### config.mk
export PLATFORM = sky130hd
export DESIGN_NAME = seq_divide_flat
export DESIGN_NICKNAME = d
export VERILOG_FILES = /design/src/rtl/seq_divide_if.sv /design/src/rtl/seq_divide.sv /design/src/flat_wrapper.sv
export SDC_FILE = /design/constraint.sdc
export NUM_CORES = 1
export LEC_CHECK = 0
export ABC_AREA = 1
export ABC_CLOCK_PERIOD_IN_PS = 1790
export CORE_ASPECT_RATIO = 0.8
export CORE_MARGIN = 2
export CORE_UTILIZATION = 55
export CTS_BUF_LIST = sky130_fd_sc_hd__clkbuf_8
export DETAILED_ROUTE_END_ITERATION = 16
export GPL_ROUTABILITY_DRIVEN = 0
export PLACE_DENSITY = 0.85
export RECOVER_POWER = 100
export SYNTH_ARGS = -nofsm -noshare
export SYNTH_HDL_FRONTEND = slang
export SYNTH_SLANG_ARGS = --single-unit
### constraint.sdc
create_clock -name clk -period 1.79 [get_ports clk]
set_input_delay 0.358 -clock clk [delete_from_list [all_inputs] [get_ports clk]]
set_output_delay 0.358 -clock clk [all_outputs]
set_load 0.02 [all_outputs]
### src/rtl/seq_divide_if.sv
// Handshake and operand/result bundle for the seq_divide sequential divider.
// The divider connects through the slave modport; the requester uses master.
interface seq_divide_if #(
    parameter int N_WIDTH = 8,
    parameter int D_WIDTH = 8
);
    logic               start;
    logic [N_WIDTH-1:0] numerator;
    logic [D_WIDTH-1:0] denominator;
    logic               busy;
    logic               done;
    logic [N_WIDTH-1:0] quotient;
    logic [D_WIDTH-1:0] remain;
    logic               div_zero;

    modport master (
        output start, numerator, denominator,
        input  busy, done, quotient, remain, div_zero
    );

    modport slave (
        input  start, numerator, denominator,
        output busy, done, quotient, remain, div_zero
    );
endinterface

### src/rtl/seq_divide.sv
// Restoring shift-subtract divider that produces one quotient bit per clock, MSB first.
// Define DIV_ZERO_CHECK_EN to short-circuit zero divisors straight to DONE with div_zero set.
module seq_divide #(
    parameter int N_WIDTH = 8,
    parameter int D_WIDTH = 8
) (
    input  logic      clk,
    input  logic      rst,
    seq_divide_if.slave bus
);
    localparam int CW = (N_WIDTH > 1) ? $clog2(N_WIDTH) : 1;
    localparam logic [CW-1:0] LAST_STEP = CW'(N_WIDTH - 1);

    typedef enum logic [1:0] {IDLE, CALC, DONE} state_t;

    state_t             state;
    logic [CW-1:0]      cnt;
    logic [N_WIDTH-1:0] num_sh;
    logic [N_WIDTH-1:0] quo_r;
    logic [N_WIDTH-1:0] q_next;
    logic [D_WIDTH:0]   part;
    logic [D_WIDTH:0]   shifted;
    logic [D_WIDTH:0]   part_next;
    logic [D_WIDTH-1:0] den;
    logic [D_WIDTH-1:0] rem_r;
    logic               busy_r;
    logic               done_r;
    logic               q_bit;
    logic               accept;
`ifdef DIV_ZERO_CHECK_EN
    logic               dz_r;
`endif

    // num_sh shifts dividend bits out of the top while quotient bits fill in at the bottom.
    always_comb begin
        shifted   = {part[D_WIDTH-1:0], num_sh[N_WIDTH-1]};
        part_next = shifted;
        q_bit     = 1'b0;
        if (shifted >= {1'b0, den}) begin
            part_next = shifted - {1'b0, den};
            q_bit     = 1'b1;
        end
        q_next = (num_sh << 1) | N_WIDTH'(q_bit);
        accept = bus.start && (state != CALC);
    end

    always_ff @(posedge clk) begin
        if (rst) begin
            state  <= IDLE;
            cnt    <= '0;
            num_sh <= '0;
            part   <= '0;
            den    <= '0;
            quo_r  <= '0;
            rem_r  <= '0;
            busy_r <= 1'b0;
            done_r <= 1'b0;
`ifdef DIV_ZERO_CHECK_EN
            dz_r   <= 1'b0;
`endif
        end else begin
            case (state)
                IDLE, DONE: begin
                    done_r <= 1'b0;
                    state  <= IDLE;
                    if (accept) begin
                        num_sh <= bus.numerator;
                        den    <= bus.denominator;
                        part   <= '0;
                        cnt    <= '0;
`ifdef DIV_ZERO_CHECK_EN
                        if (bus.denominator == '0) begin
                            state  <= DONE;
                            done_r <= 1'b1;
                            busy_r <= 1'b0;
                            quo_r  <= '1;
                            rem_r  <= D_WIDTH'(bus.numerator);
                            dz_r   <= 1'b1;
                        end else begin
                            state  <= CALC;
                            busy_r <= 1'b1;
                        end
`else
                        state  <= CALC;
                        busy_r <= 1'b1;
`endif
                    end
                end
                CALC: begin
                    part   <= part_next;
                    num_sh <= q_next;
                    cnt    <= cnt + 1'b1;
                    // Results are published on the final step edge so DONE sees them at once.
                    if (cnt == LAST_STEP) begin
                        state  <= DONE;
                        busy_r <= 1'b0;
                        done_r <= 1'b1;
                        quo_r  <= q_next;
                        rem_r  <= part_next[D_WIDTH-1:0];
`ifdef DIV_ZERO_CHECK_EN
                        dz_r   <= 1'b0;
`endif
                    end
                end
                default: begin
                    state  <= IDLE;
                    busy_r <= 1'b0;
                    done_r <= 1'b0;
                end
            endcase
        end
    end

    assign bus.busy     = busy_r;
    assign bus.done     = done_r;
    assign bus.quotient = quo_r;
    assign bus.remain   = rem_r;
`ifdef DIV_ZERO_CHECK_EN
    assign bus.div_zero = dz_r;
`else
    assign bus.div_zero = 1'b0;
`endif
endmodule

### src/flat_wrapper.sv
// flat-port wrapper written by rule: the top's interface ports become plain ports
module seq_divide_flat 
#(
    parameter int N_WIDTH = 8,
    parameter int D_WIDTH = 8
)
  (clk, rst, bus_start, bus_numerator, bus_denominator, bus_busy, bus_done, bus_quotient, bus_remain, bus_div_zero);
  seq_divide_if #(.N_WIDTH(N_WIDTH), .D_WIDTH(D_WIDTH)) bus_i ();
  input  logic clk;
  input  logic rst;
  input wire logic [$bits(bus_i.start)-1:0] bus_start;
  input wire logic [$bits(bus_i.numerator)-1:0] bus_numerator;
  input wire logic [$bits(bus_i.denominator)-1:0] bus_denominator;
  output wire logic [$bits(bus_i.busy)-1:0] bus_busy;
  output wire logic [$bits(bus_i.done)-1:0] bus_done;
  output wire logic [$bits(bus_i.quotient)-1:0] bus_quotient;
  output wire logic [$bits(bus_i.remain)-1:0] bus_remain;
  output wire logic [$bits(bus_i.div_zero)-1:0] bus_div_zero;
  assign bus_i.start = bus_start;
  assign bus_i.numerator = bus_numerator;
  assign bus_i.denominator = bus_denominator;
  assign bus_busy = bus_i.busy;
  assign bus_done = bus_i.done;
  assign bus_quotient = bus_i.quotient;
  assign bus_remain = bus_i.remain;
  assign bus_div_zero = bus_i.div_zero;
  seq_divide #(.N_WIDTH(N_WIDTH), .D_WIDTH(D_WIDTH)) u_core (.clk(clk), .rst(rst), .bus(bus_i));
endmodule
# After elaboration in Yosys (flattened, before gate mapping)
# Cells that the tools add are included.
[totals] register_bits=47 word_cells=43 inputBits=19
[classes] reduce_logical=9 n_lt_le_gt_ge=1 bitwise_logic=2 n_addsub=2 mux=14 n_eq_ne=6
[op_table] cell="$pmux 8 s2" n=2
[op_table] cell="$mux 8" n=3
[op_table] cell="$ge 9x8->1" n=1
[op_table] cell="$or 8x1->8" n=1
[op_table] cell="$reduce_and 2->1" n=4
[op_table] cell="$sub 8x8->8" n=1
[op_table] cell="$ne 2x1->1 const B" n=3
[op_table] cell="$pmux 3 s2" n=1
[op_table] cell="$mux 1" n=4
[op_table] cell="$pmux 2 s2" n=1
[op_table] cell="$reduce_or 2->1" n=2
[op_table] cell="$add 3x1->3 const B" n=1
[op_table] cell="$eq 3x3->1 const B" n=1
[op_table] cell="$mux 3" n=1
[op_table] cell="$eq 2x1->1 const B" n=1
[op_table] cell="$eq 2x2->1 const B" n=1
[op_table] cell="$logic_not 2->1" n=1
[op_table] cell="$mux 2" n=1
[op_table] cell="$pmux 1 s2" n=1
[op_table] cell="$reduce_bool 2->1" n=1
[op_table] cell="$logic_and 1x1->1" n=1
[op_table] cell="$not 1->1" n=1

# Depth between registers and ports, before layout
# Gate-level depths: netlist (run 1).
[depth] word_depth=4 depth_mapped=13 ltp_nobuf=13

# Worst setup path before layout (run 1)
# Ideal clock, no wire load.
[synth_timing] kind="reg2reg" startpoint="register u_core.den[2]" endpoint="register u_core.rem_r[5] (netlist: u_core.bus.remain[5])" t_arrival_ns=1.481 setup_time_ns=0.109 synth_period_minus_slack_ns=1.589 n_path_buf=0 path_stages_with_launch=13 required_ns=1.681 setup_slack_ns=0.201 cell_sequence="dfxtp_1 inv_1 ha_1 nand2_1 inv_2 nand3_1 nor2_2 nor2_4 nand2_8 nand2_2 nand3_1 nand2_1 inv_1"
[synth_via] elab_chain_cells=2 elab_cells_between_ends=3 cone_classes="add/sub (1); order compare (1); mux (1)"
[synth_lines] item="from (decl)" line_no="seq_divide.sv:24" text="logic [D_WIDTH-1:0] den;"
[synth_lines] item="from (signal assigned)" line_no="seq_divide.sv:68" text="den <= bus.denominator;"
[synth_lines] item="$sub 8x8->8 / $ge 9x8->1 (equally long branches)" line_no="seq_divide.sv:40, seq_divide.sv:39"
[synth_lines] item="$mux 8 *" line_no="seq_divide.sv:39" text="if (shifted >= {1'b0, den}) begin"
[synth_lines] item="to (signal assigned)" line_no="seq_divide.sv:99" text="rem_r <= part_next[D_WIDTH-1:0];"
[synth_lines] item="to (decl)" line_no="seq_divide.sv:25" text="logic [D_WIDTH-1:0] rem_r;"
# Every way passes the cells marked *; elsewhere a longest branch is shown, timed or not.
# A chain may end at the register's enable or synchronous reset.

# Worst setup path in the final report (run 1)
[layout_timing] startpoint="register u_core.rem_r[4] (netlist: u_core.bus.remain[4])" endpoint="output bus_remain[4]"
[layout_rtl] item="to (decl)" line_no="flat_wrapper.sv:17" text="output wire logic [$bits(bus_i.remain)-1:0] bus_remain;"
# No word-level cell between the ends.

==> results of run 1 <==
flip-flops by register name, summed over array words and instances (netlist names):
signal / cells
u_core.den: 8
u_core.num_sh: 8
u_core.bus.quotient: 8
u_core.part: 8
u_core.bus.remain: 8
u_core.bus.busy: 1
u_core.state: 2
u_core.bus.done: 1
u_core.cnt: 3
timing repair:
action | in CTS | in global routing
gates resized for setup | 1 | 23
cloned | 0 | 2
endpoints found under the hold margin | 0 | 0
pin swaps | 1 | 7
buffers inserted | 1 | 1
endpoints found under the setup margin | 11 | 18
cell type report:
cell class | count | area share (%)
clock inverter | 1 | 0.249
multi-input combinational | 224 | 43.2
tap | 57 | 2.37
inverter | 41 | 5.11
sequential | 47 | 31.4
clock buffer | 5 | 2.28
timing repair buffer | 47 | 15.4
metal layers:
layer	part of all wire [%]	routed length, um	up-vias
li1	-	-	1114
met1	51	2870	968
met2	42	2370	58
met3	5.4	308	12
met4	2.1	119	0
met5	0	0	-
logic make-up (layout without fill, tap and decap cells):
group / after synthesis / count (layout) / share of synthesized area, %
fa+ha+maj: 11 / 11 / 6.19
buf+inv: 52 / 94 / 9.50
simple gates: 167 / 169 / 32.1
xor+xnor: 3 / 3 / 1.12
other cells: 1 / 1 / 0.160
compound gates: 40 / 40 / 10.7
flops: 47 / 47 / 40.1
power by group:
| group | leakage, uW | switching (uW) | internal, uW | total, uW |
|---|---|---|---|---|
| logic | 0.00111 | 660 | 438 | 1100 |
| clock network | 0.0000361 | 357 | 260 | 617 |
| registers | 0.000385 | 56.6 | 1110 | 1170 |
| total | 0.00153 | 1070 | 1810 | 2880 |
placed cells by master, fill, tap and decap left out, types with 2 or more instances in the layout:
master            n
dfxtp_2           4
a211oi_1          5
a21oi_1          12
nand2_1          90
ha_4              5
a22o_1            2
o221ai_1          7
buf_4             7
xor2_1            2
nand3_2           3
inv_2             6
nand3_1          24
dlygate4sd3_1    19
buf_12            2
o21ai_1           2
nor2_2            2
o21ai_0          10
nand2_2          10
ha_1              4
clkdlybuf4s50_1  17
dfxtp_1          43
inv_1            35
clkbuf_8          5
nor2_1           31
nand2_8           2
path summary, 6_finish.rpt:
kind | start | endpoint | slack (ns) | cells after the start
setup / recovery | u_core.bus.remain[4]$_SDFFE_PP0P_ | bus_remain[4] | 0.07 | 1
hold / removal | u_core.state[0]$_SDFFE_PP0P_ | u_core.bus.busy$_SDFFE_PP0P_ | 0.45 | 1
setup reg to reg | u_core.den[6]$_SDFFE_PP0P_ | u_core.bus.remain[0]$_SDFFE_PP0P_ | 0.08 | 9
hold reg to reg | u_core.state[0]$_SDFFE_PP0P_ | u_core.bus.busy$_SDFFE_PP0P_ | 0.45 | 1
worst register-to-register path: cells and delay by family, from the launching register on:
kind | cells | cell delay, ns
adders and majority gates | 1 | 0.31
DFF | 1 | 0.31
buffers and inverters | 2 | 0.13
and+or+nand+nor | 6 | 0.88
metrics by stage:
step,instances,setup TNS [ns]
floorplan,321,0
global placement,412,-0.0318
detailed placement,412,-0.103
CTS,419,0
global route,422,-0.0897
finish,422,0
==> key figures, run 1 <==
Timing
  • Shortest period the worst path allows: 1.72 ns
  • Final setup viols: 0
  • Final WS setup: 0.0683 ns
  • Max Slew Vio Count: 0
  • Worst slew pin tran: 0.501 ns
  • Final Hold Fails: 0
  • Clock Skew: 0.00778 ns
  • Slew HR: 66.6%
  • Hold slack: 0.446 ns
  • Fin crit share: 96.2%
  • Fmax: 581 MHz

CTS
  • Clock Sinks: 47
  • Clock root cell: clkbuf_8
  • CTS tree: yes
  • Clk buf depth: 2
  • Skew-Pair Late Insertion Delay: 0.30 ns
  • Inserted Clock Buffers: 5
  • Post-CTS Hold Buffers: 0
  • H-tree Lvls: 2
  • Clk slew on worst S/H paths: 0.09 ns

Critical path
  • Crit-path cells: dlygate4sd3_1
  • Crit path max-delay family: buffers and inverters
  • Worst Path Max Fanout: 2
  • Nature of the critical path endpoint: primary output
  • Crit path kind: reg2out
  • WP data required: 1.43 ns
  • Critical-path top delay cell: dlygate4sd3_1
  • Largest stage delay, worst path: 0.69 ns
  • CP startpoint kind: flip-flop
  • Crit path buf inv count: 1
  • WP data arrival: 1.36 ns

Synth
  • Post-synth EDFFs: 0
  • Yosys reg bits: 47
  • Main synth FF type: dfxtp_1
  • Largest cells by area after synthesis: dfxtp_1, nand2_1, inv_1, nand3_1, ha_1
  • Async SR Flop Fraction: 0%
  • Post-synth top cells: nand2_1, dfxtp_1, inv_1, nor2_1, nand3_1
  • Cells after Synth: 321
  • Library cells used by synthesis: 32
  • Cell taking the most area after synthesis: dfxtp_1
  • Syn nets: 351
  • Post-Syn Area per Cell: 7.30 um2
  • Most common cell in the netlist: nand2_1
  • Synth top area share: 40.1%
  • Seq/Total Area, Yosys: 40.1%
  • Synthesized cell area: 2340 um2
  • Ys Warns: 0

Floorplanning
  • Starting Density: 56.4%
  • Std cell rows: 21
  • Die outline height: 62.4 um
  • Core Area: 4150 um2
  • Die width: 77.0 um
  • I/O pin count: 38
  • Full die area: 4800 um2

Route
  • # DRC: 0
  • WL/cell: 13.4 um
  • Drt first pass iters: 4
  • Post-route ant nets: 0
  • WL final: 5660 um
  • Vias post-DR: 2,152
  • Routed vias/inst: 5.10
  • Starting DRC count in detailed routing: 145

Layout
  • Fill count: 354
  • Register area: 946 um2
  • Share of cells above drive strength 1: 15.1%
  • Area occupied by multi-input gates: 1300 um2
  • Finished Core Util: 72.6%
  • Nets: 396
  • ANT cells: 0
  • Layout overhead on the synthesized area: 28.6%
  • Design Area, Final: 3010 um2

Global route
  • Initial antenna violation count: 0
  • Met2 GRT Util: 33.6%
  • Largest net degree at the start of global routing: 30
  • M1 GR Usage: 35.6%
  • Number of global-route vias before repair: 1,891
  • Total gr overflow: 0
  • First-pass GRT wire length: 8920 um
  • GRT busiest layer: met1
  • M3 GR Usage: 4.05%
  • Total GRT Usage: 23.3%

Power
  • PnR Total Power: 2880 uW
  • Lkg Pwr: 0.00153 uW
  • Maximum VDD drop: 485 uV
  • PD cells: 956 nW/um2

Place
  • DP Area: 2790 um2
  • Post-DP HPWL: 3910 um
  • DP Worst Slack: -0.0335 ns
  • PortBufs: 36

Run status
  • Status: complete, no violations

Min path
  • Min-delay worst type: reg2reg

Flow run
  • Max-Cap Viols: 0
(Power assumes the default switching activity.)
==> run 2, diff against run 1 <==
- CAP_MARGIN: unset -> 15
- CTS_CLUSTER_DIAMETER: unset -> 80
==> results of run 2 <==
Final layout, timing and power as in run 1 (identical DEF).
==> run 3, diff against run 2 <==
- ABC_CLOCK_PERIOD_IN_PS: 1790 -> 1700
- CORE_ASPECT_RATIO: 0.8 -> 2
- clock period: 1.79 -> 1.7 ns (I/O delays scaled with it)
==> run 3 against run 2 <==
Net effect:
- clock skew increased by 0.0017 ns
- count of clock-buffer cells in the layout increased by 2
- the run now ends with setup timing left
- largest cell class unchanged
- highest routed layer unchanged
- sequential power increased by 5%
- first-iteration DRC count decreased by 50%
- cell area increased by 6.2%
==> key figures, run 3 (synthesized netlist as in run 1, its figures left out) <==
Layout
  • Most common cell after layout, fill and taps aside: nand2_1
  • Layout overhead on the synthesized area: 36.6%
  • Commonest non-fill, non-tap cells in the layout: nand2_1, dfxtp_1, clkdlybuf4s50_1, nor2_1, inv_1
  • Share of cells above drive strength 1: 25.5%
  • Finished Core Util: 78.3%
  • ANT cells: 0
  • Design Area, Final: 3200 um2
  • Nets: 410

Timing
  • Fin crit share: 101%
  • Shortest period the worst path allows: 1.73 ns
  • Final Hold Fails: 0
  • Final WS setup: -0.0251 ns
  • Max Slew Vio Count: 0
  • RSZ-0062 raised after global routing: yes
  • Worst slew pin tran: 0.513 ns
  • Fmax: 580 MHz
  • Final setup viols: 4
  • Total negative slack: -0.0393 ns
  • Clock Skew: 0.00948 ns
  • Slew HR: 65.8%

Route
  • Post-route ant nets: 0
  • Starting DRC count in detailed routing: 72
  • WL/cell: 15.7 um
  • WL final: 6780 um
  • Drt first pass iters: 4
  • Routed vias/inst: 5.37
  • Vias post-DR: 2,326
  • # DRC: 0

Power
  • Maximum VDD drop: 746 uV
  • PnR Total Power: 3320 uW
  • Lkg Pwr: 0.00158 uW
  • PD cells: 1040 nW/um2

Critical path
  • Cell mode on critical path: nand2_2
  • Largest stage delay, worst path: 0.38 ns
  • WP data arrival: 1.94 ns
  • Nature of the critical path endpoint: flip-flop
  • CP startpoint kind: flip-flop
  • Crit path max-delay family: simple AND/OR/NAND/NOR gates
  • Worst Path Max Fanout: 6
  • Crit path kind: reg2reg
  • WP data required: 1.91 ns
  • Crit path buf inv count: 1
  • Crit-path cells: ha_4, nand2_2, nand2_2, nand2_2, nand2_4, nor2_4, nand2_8, nand2_4, nand3_1, nand2_1, inv_1
  • Critical-path top delay cell: dfxtp_4

Floorplanning
  • Die outline height: 96.3 um
  • I/O pin count: 38
  • Core Area: 4090 um2
  • Die width: 50.2 um
  • Full die area: 4830 um2
  • Std cell rows: 33
  • Starting Density: 57.3%

CTS
  • Skew-Pair Late Insertion Delay: 0.31 ns
  • Clock root cell: clkbuf_8
  • Inserted Clock Buffers: 5
  • Clk buf depth: 2
  • CTS tree: yes
  • Post-CTS Hold Buffers: 0
  • H-tree Lvls: 2
  • Clock Sinks: 47
  • Clk slew on worst S/H paths: 0.09 ns

Global route
  • Number of global-route vias before repair: 2,305
  • Total GRT Usage: 28.9%
  • Total gr overflow: 0
  • Largest net degree at the start of global routing: 19
  • First-pass GRT wire length: 10,300 um
  • Initial antenna violation count: 0

Place
  • Post-DP HPWL: 4660 um
  • DP Area: 2870 um2
  • PortBufs: 36

Run status
  • Failing checks: setup timing
  • Status: finished, violations left

Flow run
  • Max-Cap Viols: 0

Min path
  • Min-delay worst type: reg2reg
[run 3: changes by cell type in the layout (fill, tap and decap cells not counted), moves of 5 or more]
cell             delta
buf_4              +14
clkdlybuf4s50_1    +18
dlygate4sd3_1      -18
inv_1               -7
inv_2               +7
nand2_1             -8
nand2_4             +8
nand3_1             -5
nand3_2             +6
[run 3: layout make-up]
cell class,count,area (um2)
clock buffers,7,96.3
clock inverters,1,7.51
fillers,284,887
inverters,41,154
multi-input cells,224,1390
flip-flops and latches,47,953
well taps,52,65.1
repair buffers,61,536
[run 3: final timing paths]
| path | endpoint | from | cells past startpoint | slack (ns) |
|---|---|---|---|---|
| worst max register to register | u_core.bus.remain[7]$_SDFFE_PP0P_ | u_core.part[5]$_SDFFE_PP0P_ | 11 | -0.03 |
| worst min register to register | u_core.bus.busy$_SDFFE_PP0P_ | u_core.state[0]$_SDFFE_PP0P_ | 1 | 0.44 |
| worst max-delay path | u_core.bus.remain[7]$_SDFFE_PP0P_ | u_core.part[5]$_SDFFE_PP0P_ | 11 | -0.03 |
| worst min-delay path | u_core.bus.busy$_SDFFE_PP0P_ | u_core.state[0]$_SDFFE_PP0P_ | 1 | 0.44 |
[run 3: per-layer routing]
| layer | track usage, % | share of wire [%] | vias to the layer above |
|---|---|---|---|
| li1 | - | - | 1145 |
| met5 | 0 | 0 | - |
| met3 | 4.97 | 2.8 | 31 |
| met2 | 53.8 | 56 | 69 |
| met1 | 26.7 | 35 | 1081 |
| met4 | 22.9 | 5.9 | 0 |
[run 3: power breakdown]
part           leakage [uW]  total, uW  internal, uW  switching [uW]
clock             0.0000505        767           370             396
combinational       0.00115       1320           505             817
sequential         0.000387       1230          1170            56.2
[run 3: metrics by stage]
stage	hold WS, ns	std cells	worst slack, ns
floorplan	0.409	321	0.111
finish	0.444	433	-0.0251
global placement	0.437	421	-0.0787
detailed placement	0.443	421	-0.116
CTS	0.451	430	0.00452
global route	0.465	433	-0.105
[run 3: what timing repair did]
action                                  4_1_cts  5_1_grt
endpoints found under the setup margin       18       18
gates cloned                                  1        1
pin swaps                                     1       17
endpoints found under the hold margin         0        0
buffers inserted                              0        2
resized for setup                            11       42
